File: src/rtl/reg_scoreboard_pkg.sv
// Shared constants and grant encoding for the register scoreboard and its writeback arbiter.
package reg_scoreboard_pkg;

    localparam int unsigned REG_ID_W         = 5;
    localparam logic [REG_ID_W-1:0] REG_X0   = '0;
    localparam int unsigned STARVE_LIMIT_DEF = 4;
    localparam int unsigned STARVE_W         = 4;

    typedef enum logic [1:0] {
        GNT_NONE = 2'd0,
        GNT_WB0  = 2'd1,
        GNT_WB1  = 2'd2
    } gnt_e;

endpackage

File: src/rtl/reg_scoreboard_wb_arbiter.sv
// Two-requester writeback arbiter: wb0 has priority, wb1 is forced through after
// STARVE_LIMIT consecutive refusals. Grant is combinational, counter is registered.
module reg_scoreboard_wb_arbiter
    import reg_scoreboard_pkg::*;
#(
    parameter int unsigned STARVE_LIMIT = STARVE_LIMIT_DEF
) (
    input  logic i_clk,
    input  logic i_rst,
    input  logic i_wb0_valid,
    input  logic i_wb1_valid,
    output gnt_e o_gnt
);

    localparam logic [STARVE_W-1:0] LIMIT = STARVE_W'(STARVE_LIMIT);

    logic [STARVE_W-1:0] r_starve;
    logic [STARVE_W-1:0] w_starve_nxt;

    always_comb begin
        o_gnt = GNT_NONE;
        if (i_wb1_valid && (!i_wb0_valid || (r_starve == LIMIT))) begin
            o_gnt = GNT_WB1;
        end else if (i_wb0_valid) begin
            o_gnt = GNT_WB0;
        end
    end

    // Counter only runs while wb1 is actually waiting; any gap resets fairness.
    always_comb begin
        w_starve_nxt = r_starve;
        if (!i_wb1_valid || (o_gnt == GNT_WB1)) begin
            w_starve_nxt = '0;
        end else if (r_starve != LIMIT) begin
            w_starve_nxt = r_starve + 1'b1;
        end
    end

    always_ff @(posedge i_clk) begin
        if (i_rst) begin
            r_starve <= '0;
        end else begin
            r_starve <= w_starve_nxt;
        end
    end

endmodule

File: src/rtl/reg_scoreboard.sv
// Register scoreboard: pending-write tracking, RAW/WAW issue stall and registered writeback commit.
// Optional macro SCOREBOARD_BYPASS_EN lets a committing register satisfy source operands early.
module reg_scoreboard
    import reg_scoreboard_pkg::*;
#(
    parameter int unsigned REG_NUM      = 32,
    parameter int unsigned DATA_W       = 32,
    parameter int unsigned STARVE_LIMIT = STARVE_LIMIT_DEF
) (
    input  logic                i_clk,
    input  logic                i_rst,
    input  logic                i_issue_valid,
    input  logic [REG_ID_W-1:0] i_issue_rs1,
    input  logic [REG_ID_W-1:0] i_issue_rs2,
    input  logic [REG_ID_W-1:0] i_issue_rd,
    input  logic                i_issue_rd_en,
    output logic                o_issue_ready,
    input  logic                i_wb0_valid,
    input  logic [REG_ID_W-1:0] i_wb0_rd,
    input  logic [DATA_W-1:0]   i_wb0_data,
    output logic                o_wb0_ready,
    input  logic                i_wb1_valid,
    input  logic [REG_ID_W-1:0] i_wb1_rd,
    input  logic [DATA_W-1:0]   i_wb1_data,
    output logic                o_wb1_ready,
    output logic                o_rf_w_en,
    output logic [REG_ID_W-1:0] o_rf_rd_id,
    output logic [DATA_W-1:0]   o_rf_wdata,
    output logic [REG_NUM-1:0]  o_busy_vec,
    output logic                o_err_spurious_wb,
    output logic                o_fwd_rs1_hit,
    output logic                o_fwd_rs2_hit,
    output logic [DATA_W-1:0]   o_fwd_data
);

    logic [REG_NUM-1:0]  r_busy;
    logic [REG_NUM-1:0]  w_busy_nxt;
    logic                r_rf_w_en;
    logic [REG_ID_W-1:0] r_rf_rd_id;
    logic [DATA_W-1:0]   r_rf_wdata;
    logic                r_err;

    gnt_e                w_gnt;
    logic                w_gnt_valid;
    logic [REG_ID_W-1:0] w_gnt_rd;
    logic [DATA_W-1:0]   w_gnt_data;
    logic                w_fwd_rs1;
    logic                w_fwd_rs2;
    logic                w_rs1_busy;
    logic                w_rs2_busy;
    logic                w_issue_fire;
    logic                w_spurious;

    reg_scoreboard_wb_arbiter #(
        .STARVE_LIMIT (STARVE_LIMIT)
    ) u_arb (
        .i_clk       (i_clk),
        .i_rst       (i_rst),
        .i_wb0_valid (i_wb0_valid),
        .i_wb1_valid (i_wb1_valid),
        .o_gnt       (w_gnt)
    );

`ifdef SCOREBOARD_BYPASS_EN
    assign w_fwd_rs1  = r_rf_w_en && (r_rf_rd_id == i_issue_rs1);
    assign w_fwd_rs2  = r_rf_w_en && (r_rf_rd_id == i_issue_rs2);
    assign o_fwd_data = r_rf_wdata;
`else
    assign w_fwd_rs1  = 1'b0;
    assign w_fwd_rs2  = 1'b0;
    assign o_fwd_data = '0;
`endif

    assign o_fwd_rs1_hit = w_fwd_rs1;
    assign o_fwd_rs2_hit = w_fwd_rs2;

    // Forwarding relaxes only the source checks; WAW keeps using the raw busy bit.
    assign w_rs1_busy    = r_busy[i_issue_rs1] & ~w_fwd_rs1;
    assign w_rs2_busy    = r_busy[i_issue_rs2] & ~w_fwd_rs2;
    assign o_issue_ready = !(w_rs1_busy | w_rs2_busy | (i_issue_rd_en & r_busy[i_issue_rd]));
    assign w_issue_fire  = i_issue_valid & o_issue_ready;

    always_comb begin
        w_gnt_valid = 1'b0;
        w_gnt_rd    = i_wb0_rd;
        w_gnt_data  = i_wb0_data;
        case (w_gnt)
            GNT_WB0: begin
                w_gnt_valid = 1'b1;
            end
            GNT_WB1: begin
                w_gnt_valid = 1'b1;
                w_gnt_rd    = i_wb1_rd;
                w_gnt_data  = i_wb1_data;
            end
            default: w_gnt_valid = 1'b0;
        endcase
    end

    assign o_wb0_ready = (w_gnt == GNT_WB0);
    assign o_wb1_ready = (w_gnt == GNT_WB1);
    assign w_spurious  = w_gnt_valid && (w_gnt_rd != REG_X0) && !r_busy[w_gnt_rd];

    // Clear first, then set, so an issue and a commit on the same register leave it busy.
    always_comb begin
        w_busy_nxt = r_busy;
        if (r_rf_w_en) begin
            w_busy_nxt[r_rf_rd_id] = 1'b0;
        end
        if (w_issue_fire && i_issue_rd_en && (i_issue_rd != REG_X0)) begin
            w_busy_nxt[i_issue_rd] = 1'b1;
        end
        w_busy_nxt[0] = 1'b0;
    end

    always_ff @(posedge i_clk) begin
        if (i_rst) begin
            r_busy     <= '0;
            r_rf_w_en  <= 1'b0;
            r_rf_rd_id <= '0;
            r_rf_wdata <= '0;
            r_err      <= 1'b0;
        end else begin
            r_busy    <= w_busy_nxt;
            r_rf_w_en <= w_gnt_valid && (w_gnt_rd != REG_X0);
            if (w_gnt_valid) begin
                r_rf_rd_id <= w_gnt_rd;
                r_rf_wdata <= w_gnt_data;
            end
            if (w_spurious) begin
                r_err <= 1'b1;
            end
        end
    end

    assign o_rf_w_en         = r_rf_w_en;
    assign o_rf_rd_id        = r_rf_rd_id;
    assign o_rf_wdata        = r_rf_wdata;
    assign o_busy_vec        = r_busy;
    assign o_err_spurious_wb = r_err;

endmodule

File: config.mk
export PLATFORM = sky130hd
export DESIGN_NAME = reg_scoreboard
export DESIGN_NICKNAME = d
export VERILOG_FILES = /design/src/rtl/reg_scoreboard_pkg.sv /design/src/rtl/reg_scoreboard_wb_arbiter.sv /design/src/rtl/reg_scoreboard.sv
export SDC_FILE = /design/constraint.sdc
export NUM_CORES = 1
export LEC_CHECK = 0
export ABC_AREA = 0
export BUFFER_PORTS_ARGS = -buffer_cell sky130_fd_sc_hd__buf_2
export CAP_MARGIN = 20
export CORE_ASPECT_RATIO = 1.25
export CORE_MARGIN = 4
export CORE_UTILIZATION = 45
export DETAILED_ROUTE_END_ITERATION = 7
export GPL_TIMING_DRIVEN = 1
export PLACE_DENSITY = 0.84
export REMOVE_ABC_BUFFERS = 1
export SLEW_MARGIN = 20
export SYNTH_ARGS = -nofsm -noshare
export SYNTH_HDL_FRONTEND = slang
export SYNTH_SLANG_ARGS = --single-unit
File: constraint.sdc
create_clock -name i_clk -period 4.2 [get_ports i_clk]
set_input_delay 0.42 -clock i_clk [delete_from_list [all_inputs] [get_ports i_clk]]
set_output_delay 0.42 -clock i_clk [all_outputs]
set_load 0.05 [all_outputs]
# Word-level counts from Yosys, hierarchy flattened
# Index checks and enable logic that the tools add are counted.
# totals
out_inout_bits,108
ff_bits,75
wordCells,62
# classes
n_bitwise,7
n_addsub,1
muxes,19
magnitude_cmp,7
n_reduce_logical,17
eq_ne,4
# ops
op,n
2-to-1 mux 32 bit,3
bitwise AND 32 bit,1
NOT 32 bit,1
bitwise OR 32 bit,1
< comparator 5 x 6 -> 1 bit (second input constant),5
binary-select mux 1 bit (select 5 bit),4
demux 1 bit (select 5 bit),2
>= comparator 5 x 1 -> 1 bit (second input constant),2
nonzero test 5 bit,2
2-to-1 mux 1 bit,8
logical AND 1 bit,7
2-to-1 mux 5 bit,1
adder 4 x 1 -> 4 bit (second input constant),1
== test 4 x 3 -> 1 bit (second input constant),1
zero test 1 bit,4
!= test 4 x 3 -> 1 bit (second input constant),1
OR reduction 2 bit,2
bitwise AND 1 bit,2
== test 2 x 1 -> 1 bit (second input constant),1
== test 2 bit (second input constant),1
logical OR 1 bit,2
2-to-1 mux 2 bit,1
bitwise OR 1 bit,2

# Longest topological paths before layout
# logic_depth
word_depth,10
depth_mapped,12
mapped_depth_nobuf,10

# Modules after synthesis
# Synthesis repeated with hierarchy kept, for this count alone.
# hier_totals
cells_unflattened,607
hier_area_um2,5052.3
# modules_own_cells
module,area_each_um2,n_inst,cells_each
reg_scoreboard,4854.7,1,585
reg_scoreboard_wb_arbiter,197.7,1,22

# Least setup slack after synthesis
# OpenSTA, ideal clock, no wires.
# synth_path
path_kind,input to output
startpoint,in i_issue_rd[1]
endpoint,out o_issue_ready
setup_slack_ps,1194
path_buffers,1
t_required_ps,3780
path_stages,5
t_arrival_ps,2586
path_cell_list,clkbuf_1 mux4_2 mux4_2 mux2_2 a21oi_1
# synth_between
elab_chain_cells,5
# synth_lines
item,line_no,source
from (decl),reg_scoreboard.sv:15,"input logic [REG_ID_W-1:0] i_issue_rd,"
binary-select mux 1 bit (select 5 bit),reg_scoreboard.sv:80,assign o_issue_ready = !(w_rs1_busy | w_rs2_busy | (i_issue_rd_en & r_busy[i_issue_rd]));
2-to-1 mux 1 bit (not written as such),reg_scoreboard.sv:80,
bitwise AND 1 bit,reg_scoreboard.sv:80,
bitwise OR 1 bit,reg_scoreboard.sv:80,
zero test 1 bit,reg_scoreboard.sv:80,
to (decl),reg_scoreboard.sv:17,"output logic o_issue_ready,"
# Every way passes these cells. The select of a mux whose other input is x is not followed.

# Worst setup path after layout
# layout_path
startpoint,reg u_arb.r_starve[0]
endpoint,reg r_err (netlist: o_err_spurious_wb)
# layout_between
elab_chain_cells,10
word_cells_on_any_way,15
cone_classes,eq/ne (3); mux (5); reduce/logical (7)
# layout_lines
item,line_no,source
from (decl),reg_scoreboard_wb_arbiter.sv:17,logic [STARVE_W-1:0] r_starve;
from (signal assigned),reg_scoreboard_wb_arbiter.sv:43,r_starve <= w_starve_nxt;
== test 4 x 3 -> 1 bit (*),reg_scoreboard_wb_arbiter.sv:22,if (i_wb1_valid && (!i_wb0_valid || (r_starve == LIMIT))) begin
logical OR 1 bit (*),reg_scoreboard_wb_arbiter.sv:22,
logical AND 1 bit (*),reg_scoreboard_wb_arbiter.sv:22,
2-to-1 mux 2 bit (*),reg_scoreboard_wb_arbiter.sv:22,
== test 2 bit,reg_scoreboard.sv:87,case (w_gnt)
2-to-1 mux 5 bit,reg_scoreboard.sv:87,
binary-select mux 1 bit (select 5 bit),reg_scoreboard.sv:102,assign w_spurious = w_gnt_valid && (w_gnt_rd != REG_X0) && !r_busy[w_gnt_rd];
2-to-1 mux 1 bit (not written as such),reg_scoreboard.sv:102,
zero test 1 bit,reg_scoreboard.sv:102,
logical AND 1 bit (*),reg_scoreboard.sv:102,
to (signal assigned),reg_scoreboard.sv:122,r_err <= 1'b0;
to (signal assigned),reg_scoreboard.sv:131,r_err <= 1'b1;
to (decl),reg_scoreboard.sv:41,logic r_err;
# Every way passes the cells marked *; elsewhere a longest branch is shown, timed or not. The select of a mux whose other input is x is not followed.
# A chain may end at the register's enable or synchronous reset.

==> summary.txt <==
Outcome
  – Result of the run: finished, final reports clean

Drt
  – Final routed wirelength across all metal layers: 15400 um
  – Vias after detailed routing: about 4900
  – Antenna Violating Nets Remaining: 0
  – Per-cell via count in the routed design: a little under 6
  – First-pass iteration count of the detailed router: 4
  – Drc violations: 0
  – Average wire length per cell after detail routing: 18.2 um
  – Starting DRC count in detailed routing: 293

Yosys
  – Number of register bits inferred by synthesis: 74
  – Async set-reset flop share out of synthesis: 0%
  – Average size of a mapped cell: 8.36 um^2
  – Count of mapped cells out of synthesis: 572
  – Dominant cell type by area after synthesis: sky130_fd_sc_hd__dfxtp_1
  – Number of library cell types mapped by synthesis: 56
  – Post-synth design cell area: 4780 um^2
  – Share of Yosys cell area claimed by the top area cell type: a little under a third
  – Most used flip-flop cell after synthesis: sky130_fd_sc_hd__dfxtp_1
  – Sequential area share after synthesis: roughly 31%
  – Number of enable-type register cells in the synthesized netlist: 0
  – Top post-synthesis cells by area: sky130_fd_sc_hd__dfxtp_1 31%, sky130_fd_sc_hd__mux4_2 12%, sky130_fd_sc_hd__nand2_1 7.9%
  – Most common cell in the netlist: sky130_fd_sc_hd__nand2_1
  – Post-synth top cells: 101 x sky130_fd_sc_hd__nand2_1, 74 x sky130_fd_sc_hd__dfxtp_1, 49 x sky130_fd_sc_hd__nor2_1, 39 x sky130_fd_sc_hd__o21ai_0
  – Total of warnings raised by yosys: 0

Timing
  – Fin crit share: 71.2%
  – Final hold violations: 0
  – Slew at the pin closest to its max-slew limit: about 0.8 ns
  – Highest attainable clock frequency: 334 MHz
  – Final critical delay including setup and external delays: 2.99 ns
  – RSZ-0062 raised after global routing: false
  – Largest clock skew in the final design: 0.00492 ns
  – Setup-failing EPs final: 0
  – Worst-case setup margin in the final layout: around 1.2 ns
  – Max-slew violation count: 0
  – Slew headroom: 46.4%
  – Setup TNS: 0 ns
  – Tightest hold margin: 0.339 ns

GRT
  – Pin count of the biggest net entering global routing: between 40 and 50
  – Routing usage on met2: 40.7%
  – Overflow left after global routing: 0
  – Met1 global-route usage: 28.8%
  – Layer with the highest usage: met2
  – Vias in the first global route: 4555
  – Grt met3 use: slightly below 7%
  – All-Layer GR Usage: 24.4%
  – Global-route wire length before repair: 23400 um
  – Antenna violations before repair: 1

Critical path
  – Worst Path Required: ~4.4 ns
  – Startpoint kind of the worst setup timing path: register
  – Max FO, Critical Path: 18
  – Worst path arrival time: 3.18 ns
  – Depth of the most critical reg-to-reg path: 10
  – Worst Setup End Kind: register
  – Type of the setup path with the least slack: register to register

Final layout
  – Diode insertion count for antenna repair: 0
  – Area growth from synthesis to layout: 22.1%
  – Number of fill cells in the layout: roughly 960
  – Final core utilization: 56.9%
  – Area of combinational cells with multiple inputs: 2980 um^2
  – Fraction of layout cells with a size suffix above 1: between 30% and 40%
  – # nets final: 811
  – FF/Latch Area: 1480 um^2

Pwr
  – Switch share: between 30% and 40%
  – Part of the total power dissipated in the clock network: between 30% and 40%
  – Internal power of the cells: 1350 uW
  – Net load switching power: about 670 uW
  – Standby leakage power: 0.00255 uW
  – Gate power share: between 20% and 30%
  – Sequential cell fraction of total power: 37.8%
  – Worst IR Drop VDD: 318 uV
  – Power density over cell area: 348 nW/um^2

Clocking
  – Number of buffers on the longest clock path: 2
  – Clock Tree Root: sky130_fd_sc_hd__clkbuf_16
  – Number of clock sinks seen by CTS: 74
  – CTS tree: yes
  – Cts-stage hold buffer count: 0
  – CTS resizes: 0
  – Skew-Pair Late Insertion Delay: ~0.33 ns
  – Number of buffers inserted during clock tree synthesis: 9
  – Post-CTS setup buffer count: 0
  – Reg clk slew, reported paths: 0.06 ns
  – Maximum level of the CTS H-tree: 3

Die
  – Site Rows: 41
  – Placeable core region: 10300 um^2
  – Die H: 123 um
  – Floorplan die area: 12400 um^2
  – IO Pins: 203
  – Die extent in x: approximately 100 um
  – Initial Utilization: 46.6%

Place
  – Detailed placement HPWL: 11800 um
  – Global placement routability congestion: 0.983
  – Number of port buffers: 167
  – Pre-CTS worst setup slack: 1.15 ns

Worst hold path
  – Classification of the worst-slack hold path: input port to register
  – Number of instances on the worst hold path: 3

Run
  – Max-cap violations: 0
registers in the layout, summed over array words and instances (netlist names):
register and count:
o_busy_vec 31, o_rf_w_en 1, o_err_spurious_wb 1, o_rf_wdata 32, o_rf_rd_id 5, u_arb.r_starve 4
cell usage in the layout, fill, tap and decap left out, drive strengths merged, types with 2 or more instances in the layout:
cell      netlist  final
nand2b          6      6
nor3            7      7
nand3          13     13
buf            40    172
mux4           25     25
and2            5      5
a31oi           3      3
nor2           49     49
conb            1     35
a21oi           6      6
a22o            2      2
clkinvlp        0      3
nor3b           5      5
dfxtp          74     74
a21o            2      2
a21bo           2      2
mux2i          16     16
and3            4      4
a311oi         33     33
o21ai          48     48
nand2         101    101
a211oi         10     10
a22oi           2      2
nand3b         22     22
inv             6      7
nor2b          21     21
or2             2      2
mux2            6      6
ha              2      2
o32ai           2      2
clkbuf         35     11
o211ai          2      2
a221oi          2      2
routing by layer:
metal  up-vias  wire length, um
li1       2290                -
met1      2238             5500
met2       320             7480
met3        53             1880
met4         2              532
met5         -               18
kinds of logic after synthesis:
| family | count (synthesis) | synth area share (%) |
|---|---|---|
| xor+xnor | 1 | 0.183 |
| compound gates | 123 | 17.8 |
| mux | 47 | 16.5 |
| flops | 74 | 31.0 |
| simple gates | 242 | 24.5 |
| other cells | 1 | 0.0784 |
| fa+ha+maj | 2 | 0.523 |
| buf+inv | 82 | 9.37 |
power by group through the flow:
stage / registers, uW / logic (uW) / clock network (uW)
after floorplan: 889 / 201 / 0
after global placement: 780 / 458 / 0
after detailed placement: 781 / 462 / 0
after CTS: 766 / 463 / 806
after global routing: 771 / 494 / 845
final: 766 / 463 / 800
path summary, 6_finish.rpt:
check | start | endpoint | slack, ns
worst min-delay path | i_wb1_data[21] | o_rf_wdata[21] | 0.34
worst max-delay path | u_arb.r_starve[0] | o_err_spurious_wb | 1.21
worst max register to register | u_arb.r_starve[0] | o_err_spurious_wb | 1.21
worst min register to register | u_arb.r_starve[0] | u_arb.r_starve[0] | 0.47
worst max-delay path, stage by stage, from the launching register on:
cell and delay (ns):
sky130_fd_sc_hd__dfxtp_1 0.37, sky130_fd_sc_hd__inv_1 0.06, sky130_fd_sc_hd__ha_1 0.23, sky130_fd_sc_hd__and4b_1 0.28, sky130_fd_sc_hd__nor2_2 0.13, sky130_fd_sc_hd__clkinv_1 0.47
sky130_fd_sc_hd__mux2i_1 0.64, sky130_fd_sc_hd__nand2_1 0.13, sky130_fd_sc_hd__o311a_1 0.32, sky130_fd_sc_hd__o211ai_1 0.09, sky130_fd_sc_hd__o221ai_1 0.13
final cells by class:
| cell class | instances | share of cell area, % |
|---|---|---|
| Timing Repair Buffer | 172 | 15.0 |
| Clock inverter | 5 | 1.05 |
| Sequential cell | 74 | 25.4 |
| Inverter | 7 | 0.450 |
| Multi-Input combinational cell | 450 | 51.1 |
| Tap cell | 129 | 2.76 |
| Clock buffer | 11 | 4.33 |
stage by stage:
step	std cells	total power [uW]	cell area, um^2
global route	848	2110	5840
global placement	832	1240	5530
finish	848	2030	5840
detailed placement	832	1240	5530
CTS	848	2030	5840
floorplan	531	1090	4490
(Power assumes the default switching activity.)
